**src/rtl/comp_gate_pkg.sv**
```systemverilog
// Shared types and constants for the multi-channel comparator gate counter.
package comp_gate_pkg;

   localparam int NUM_CH_DEF      = 4;
   localparam int CNT_W_DEF       = 8;
   localparam int SYNC_STAGES_DEF = 2;
   localparam int FILT_LEN_DEF    = 3;

   typedef enum logic [1:0] {
      IDLE = 2'd0,
      RUN  = 2'd1,
      HOLD = 2'd2
   } state_t;

   typedef logic [CNT_W_DEF-1:0] count_t;

   // Comparator-edge to filtered-value delay with the debounce stage built in.
   function automatic int chan_latency(input int sync_stages, input int filt_len);
      return sync_stages + filt_len;
   endfunction

endpackage

```
**src/rtl/comp_chan_filter.sv**
```systemverilog
// Synchroniser plus debounce for one comparator channel.
// The debounce stage exists only when COMP_GATE_FILT_EN is defined.
module comp_chan_filter
   import comp_gate_pkg::*;
#(
   parameter int SYNC_STAGES = SYNC_STAGES_DEF
`ifdef COMP_GATE_FILT_EN
   ,
   parameter int FILT_LEN    = FILT_LEN_DEF
`endif
) (
   input  logic clk,
   input  logic rst_n,
   input  logic raw,
   output logic filt
);

   logic [SYNC_STAGES-1:0] sync_q;
   logic                   synced;

   // NOTE: flops use <= so every stage samples the value from before the edge.
   always_ff @(posedge clk or negedge rst_n) begin
      if (!rst_n) begin
         sync_q <= '0;
      end else begin
         sync_q <= {sync_q[SYNC_STAGES-2:0], raw};
      end
   end

   assign synced = sync_q[SYNC_STAGES-1];

`ifdef COMP_GATE_FILT_EN
   localparam int RUN_W = $clog2(FILT_LEN + 1);

   logic [RUN_W-1:0] run_q;
   logic             filt_q;

   // run_q counts consecutive synced samples that disagree with the filtered value.
   always_ff @(posedge clk or negedge rst_n) begin
      if (!rst_n) begin
         run_q  <= '0;
         filt_q <= 1'b0;
      end else if (synced == filt_q) begin
         run_q <= '0;
      end else if (run_q == RUN_W'(FILT_LEN - 1)) begin
         run_q  <= '0;
         filt_q <= synced;
      end else begin
         run_q <= run_q + 1'b1;
      end
   end

   assign filt = filt_q;
`else
   assign filt = synced;
`endif

endmodule

```
**src/rtl/comp_gate_counter.sv**
```systemverilog
// Multi-channel single-slope conversion: gated per-channel counters with valid/ready output.
// Define COMP_GATE_FILT_EN to add the per-channel debounce filter (FILT_LEN exists only then).
module comp_gate_counter
   import comp_gate_pkg::*;
#(
   parameter int NUM_CH      = NUM_CH_DEF,
   parameter int CNT_W       = CNT_W_DEF,
   parameter int SYNC_STAGES = SYNC_STAGES_DEF
`ifdef COMP_GATE_FILT_EN
   ,
   parameter int FILT_LEN    = FILT_LEN_DEF
`endif
) (
   input  logic                    Clk,
   input  logic                    Rst_n,
   input  logic                    Start,
   input  logic [NUM_CH-1:0]       Comp_In,
   output logic [NUM_CH-1:0]       Gate_Out,
   output logic                    Busy,
   output logic [NUM_CH*CNT_W-1:0] Count_Out,
   output logic [NUM_CH-1:0]       Ovf,
   output logic                    Valid,
   input  logic                    Ready
);

   localparam logic [CNT_W-1:0] CNT_MAX = '1;

   state_t                        state_q, state_d;
   logic   [NUM_CH-1:0]           filt;
   logic   [NUM_CH-1:0][CNT_W-1:0] cnt_q, cnt_d;
   logic   [NUM_CH-1:0]           done_q, done_d;
   logic   [NUM_CH-1:0]           ovf_q, ovf_d;
   logic   [NUM_CH-1:0]           gate_q, gate_d;

   for (genvar i = 0; i < NUM_CH; i++) begin : g_chan
      comp_chan_filter #(
         .SYNC_STAGES(SYNC_STAGES)
`ifdef COMP_GATE_FILT_EN
         ,
         .FILT_LEN(FILT_LEN)
`endif
      ) u_filter (
         .clk  (Clk),
         .rst_n(Rst_n),
         .raw  (Comp_In[i]),
         .filt (filt[i])
      );
   end

   always_ff @(posedge Clk or negedge Rst_n) begin
      if (!Rst_n) begin
         state_q <= IDLE;
      end else begin
         state_q <= state_d;
      end
   end

   // NOTE: every signal gets a default first so no latch can be inferred.
   always_comb begin
      state_d = state_q;
      cnt_d   = cnt_q;
      done_d  = done_q;
      ovf_d   = ovf_q;
      gate_d  = '0;
      unique case (state_q)
         IDLE: begin
            if (Start) begin
               state_d = RUN;
               cnt_d   = '0;
               done_d  = '0;
               ovf_d   = '0;
            end
         end
         RUN: begin
            for (int i = 0; i < NUM_CH; i++) begin
               if (!done_q[i]) begin
                  gate_d[i] = !filt[i];
                  if (filt[i]) begin
                     done_d[i] = 1'b1;
                  end else if (cnt_q[i] != CNT_MAX) begin
                     cnt_d[i] = cnt_q[i] + 1'b1;
                  end else begin
                     done_d[i] = 1'b1;
                     ovf_d[i]  = 1'b1;
                  end
               end
            end
            // Leave on the same edge that retires the last channel.
            if (&done_d) begin
               state_d = HOLD;
            end
         end
         HOLD: begin
            if (Ready) begin
               state_d = IDLE;
            end
         end
         default: state_d = IDLE;
      endcase
   end

   always_ff @(posedge Clk or negedge Rst_n) begin
      if (!Rst_n) begin
         cnt_q  <= '0;
         done_q <= '0;
         ovf_q  <= '0;
         gate_q <= '0;
      end else begin
         cnt_q  <= cnt_d;
         done_q <= done_d;
         ovf_q  <= ovf_d;
         gate_q <= gate_d;
      end
   end

   assign Count_Out = cnt_q;
   assign Ovf       = ovf_q;
   assign Gate_Out  = gate_q;
   assign Valid     = (state_q == HOLD);
   assign Busy      = (state_q != IDLE);

endmodule

```
**config.mk**
```make
export PLATFORM = sky130hd
export DESIGN_NAME = comp_gate_counter
export DESIGN_NICKNAME = d
export VERILOG_FILES = /design/src/rtl/comp_gate_pkg.sv /design/src/rtl/comp_chan_filter.sv /design/src/rtl/comp_gate_counter.sv
export SDC_FILE = /design/constraint.sdc
export NUM_CORES = 1
export LEC_CHECK = 0
export ABC_AREA = 1
export ABC_CLOCK_PERIOD_IN_PS = 2550
export CAP_MARGIN = 30
export CORE_MARGIN = 2
export CORE_UTILIZATION = 50
export CTS_CLUSTER_SIZE = 8
export DETAILED_ROUTE_END_ITERATION = 12
export PLACE_DENSITY_LB_ADDON = 0.15
export SLEW_MARGIN = 30
export SYNTH_ARGS = -nofsm -noshare
export SYNTH_HDL_FRONTEND = slang
export SYNTH_SLANG_ARGS = --single-unit
```
**constraint.sdc**
```tcl
create_clock -name Clk -period 2.55 [get_ports Clk]
set_clock_uncertainty 0.15 [all_clocks]
set_input_delay 0.51 -clock Clk [delete_from_list [all_inputs] [get_ports Clk]]
set_output_delay 0.51 -clock Clk [all_outputs]
set_load 0.02 [all_outputs]
```
==> results.json <==
{
  "fin_setup_tns_ns": 0,
  "num_antenna_cells": 0,
  "outcome": "complete, no violations",
  "die_h_um": 78.99,
  "yosys.area.top_type_share_pct": 48.06,
  "post-cts-setup-buffers": 0,
  "fin_crit_ns": 2.170,
  "syn_nets": 363,
  "timing.final.max_slew_violations": 0,
  "clock_latency_ns": 0.31,
  "syn_to_final_growth_pct": 22.21,
  "synth_edf_count": 0,
  "fillers": 498,
  "synthTopCellsByArea": "dfrtp_1 48%, nand2_1 14%, nor2_1 5.7%, nand3_1 5.0%, inv_1 3.9%",
  "place_ws_ns": 0.4410,
  "grt_overflow": 0,
  "syn_inst": 351,
  "drc": 0,
  "antenna_found_initial": 0,
  "rrSetupSlack_ns": 0.64,
  "rsz0062_at_grt": "no",
  "worstPathRequired_ns": 1.89,
  "synth_seq_cells": 54,
  "power_density_nw_per_um2": 889.8,
  "drtIter0Drc": 128,
  "numPortBuffers": 49,
  "worst_pin_slew_ns": 0.6363,
  "layout_setup_ws_ns": 0.3804,
  "ctsHtreeMaxLevel": 2,
  "avgRoutedWirePerCell_um": 11.96,
  "relSlewSlack_pct": 57.58,
  "worstHoldPathType": "in -> async",
  "reg2reg_to": "Count_Out[6]$_DFFE_PN0P_",
  "rows": 27,
  "grt_use_total_pct": 19.57,
  "synth.distinct_cells": 32,
  "slowest_stage": "clkdlybuf4s50_1",
  "grt_pass1_vias": 2168,
  "cts_hold_buf": 0,
  "cts_tree": "yes",
  "ys_seq_area_share_pct": 48.06,
  "synthFlopType": "dfrtp_1",
  "drive_gt1_share_pct": 9.227,
  "syn-mean-instance-area_um2": 8.010,
  "r2r_cells": 10,
  "ioPinCount": 50,
  "dp_hpwl_um": 3973,
  "ys_async_sr_fraction_pct": 100.0,
  "cts.clk_slew.worst_paths_ns": 0.10,
  "synth_top_area_cell": "dfrtp_1",
  "ir_drop_v": 0.0005404,
  "die-area_um2": 6239,
  "core_area_um2": 5473,
  "hold_viol_final": 0,
  "critPathKind": "reg -> out",
  "antenna_left": 0,
  "multi_input_area_um2": 1264,
  "setup_viol": 0,
  "p_leak_nw": 1.634,
  "num_vias": 2348,
  "synth_top_cells_by_count": "107 x nand2_1, 54 x dfrtp_1, 43 x nor2_1",
  "grt_first_pass_wirelength_um": 9715,
  "dieWidth_um": 78.99,
  "cts.sinks": 54,
  "grt_max_degree": 29,
  "via_per_inst": 4.964,
  "numCtsBuffers": 5,
  "maxCapViolCount": 0,
  "gp_congestion": 0.7837,
  "period_share_pct": 85.08,
  "post_cts_resized": 0,
  "yosys_warnings": 0,
  "root_buffer": "clkbuf_8",
  "area.sequential_um2": 1351,
  "worst-path-max-fanout": 3,
  "synth.most_common_cell": "nand2_1",
  "reg2reg_from": "state_q[1]$_DFFE_PN0P_",
  "critPathCaptureType": "output pin",
  "cts_max_path_buffers": 2,
  "crit_path_start_kind": "flip-flop",
  "path_cells": "nor2_1 > clkdlybuf4s50_1",
  "initial_core_util_pct": 51.37,
  "routed_wl_um": 5659,
  "timing.fmax_ghz": 0.4609,
  "slowest_delay_ns": 0.62,
  "first_pass_iters": 4,
  "synth.cell_area_um2": 2811,
  "nNetsFinal": 413,
  "cp.arrival_ns": 1.51
}
-- power by group --
group / total [mW] / switching [mW] / leakage [nW] / internal (mW)
sequential: 1.15 / 0.141 / 0.714 / 1.01
clock: 0.467 / 0.279 / 0.0362 / 0.188
combinational: 1.44 / 0.953 / 0.884 / 0.483
total: 3.06 / 1.37 / 1.63 / 1.68
-- stage by stage --
stage / instance area (um2) / hold WS [ns] / util, % / power, mW / instances
floorplan: 2811 / 0.06441 / - / 2.236 / 351
global placement: 3352 / 0.1827 / 61.25 / 2.592 / 466
detailed placement: 3352 / 0.1871 / 61.25 / 2.612 / 466
CTS: 3436 / 0.07470 / 62.78 / 3.087 / 473
global route: 3436 / 0.1028 / 62.78 / 3.303 / 473
finish: 3436 / 0.06166 / 62.78 / 3.057 / 473
-- sequential cells by signal, summed over array words and instances, names as in the netlist --
register and flops:
Ovf 4, Gate_Out 4, done_q 4, Count_Out 32
g_chan.u_filter.sync_q 8, state_q 2
-- final cells by class --
cell class              count  share of cell area (%)
repair buffers             51                   14.93
multi-input cells         254                   36.78
inverters                  35                   3.897
well taps                  72                   2.622
flip-flops and latches     54                   39.33
clock buffers               5                   2.003
clock inverters             2                  0.4370
-- cells by family (layout without fill, tap and decap cells) --
logic type	count (synthesis)	after routing	synth area share, %
AND/OR/NAND/NOR	206	206	32.26
flip-flops	54	54	48.06
buffers and inverters	43	93	6.987
AO/OA/AOI/OAI	35	35	8.100
XOR/XNOR	9	9	2.804
adder cells (fa/ha/maj)	4	4	1.780
-- critical path: cells and delay by family, from the launching register on --
family | cells | cell delay [ns]
AND/OR/NAND/NOR | 1 | 0.15
flip-flops | 1 | 0.43
buffers and inverters | 1 | 0.62
-- layout by cell type (no fill, tap or decap), drive strengths merged, types with 9 or more instances in the layout --
cell,n
nand2,116
xor2,9
o21ai,22
nand3,29
dfrtp,54
clkdlybuf4s50,48
nor2,46
inv,35
-- layer usage --
layer / routed length (um) / vias up / GRT usage, % / share of wire, %
met5: 0 / - / 0 / 0
met4: 68 / 0 / 5.690 / 1.2
met3: 193 / 6 / 3.409 / 3.4
met2: 2757 / 37 / 33.22 / 49
met1: 2640 / 1089 / 25.83 / 47
li1: - / 1216 / - / -
-- worst max-delay path by stage --
stage,from,end,slack [ns]
2_1_floorplan,Count_Out[16]$_DFFE_PN0P_,Count_Out[16]$_DFFE_PN0P_,0.85
3_3_place_gp,Start,Count_Out[5]$_DFFE_PN0P_,0.50
3_5_place_dp,Start,Count_Out[6]$_DFFE_PN0P_,0.44
4_1_cts,state_q[0]$_DFFE_PN0P_,Valid,0.36
5_1_grt,state_q[0]$_DFFE_PN0P_,Valid,0.31
6_report,state_q[0]$_DFFE_PN0P_,Valid,0.38
No activity file was read; power rests on OpenSTA's default activity.
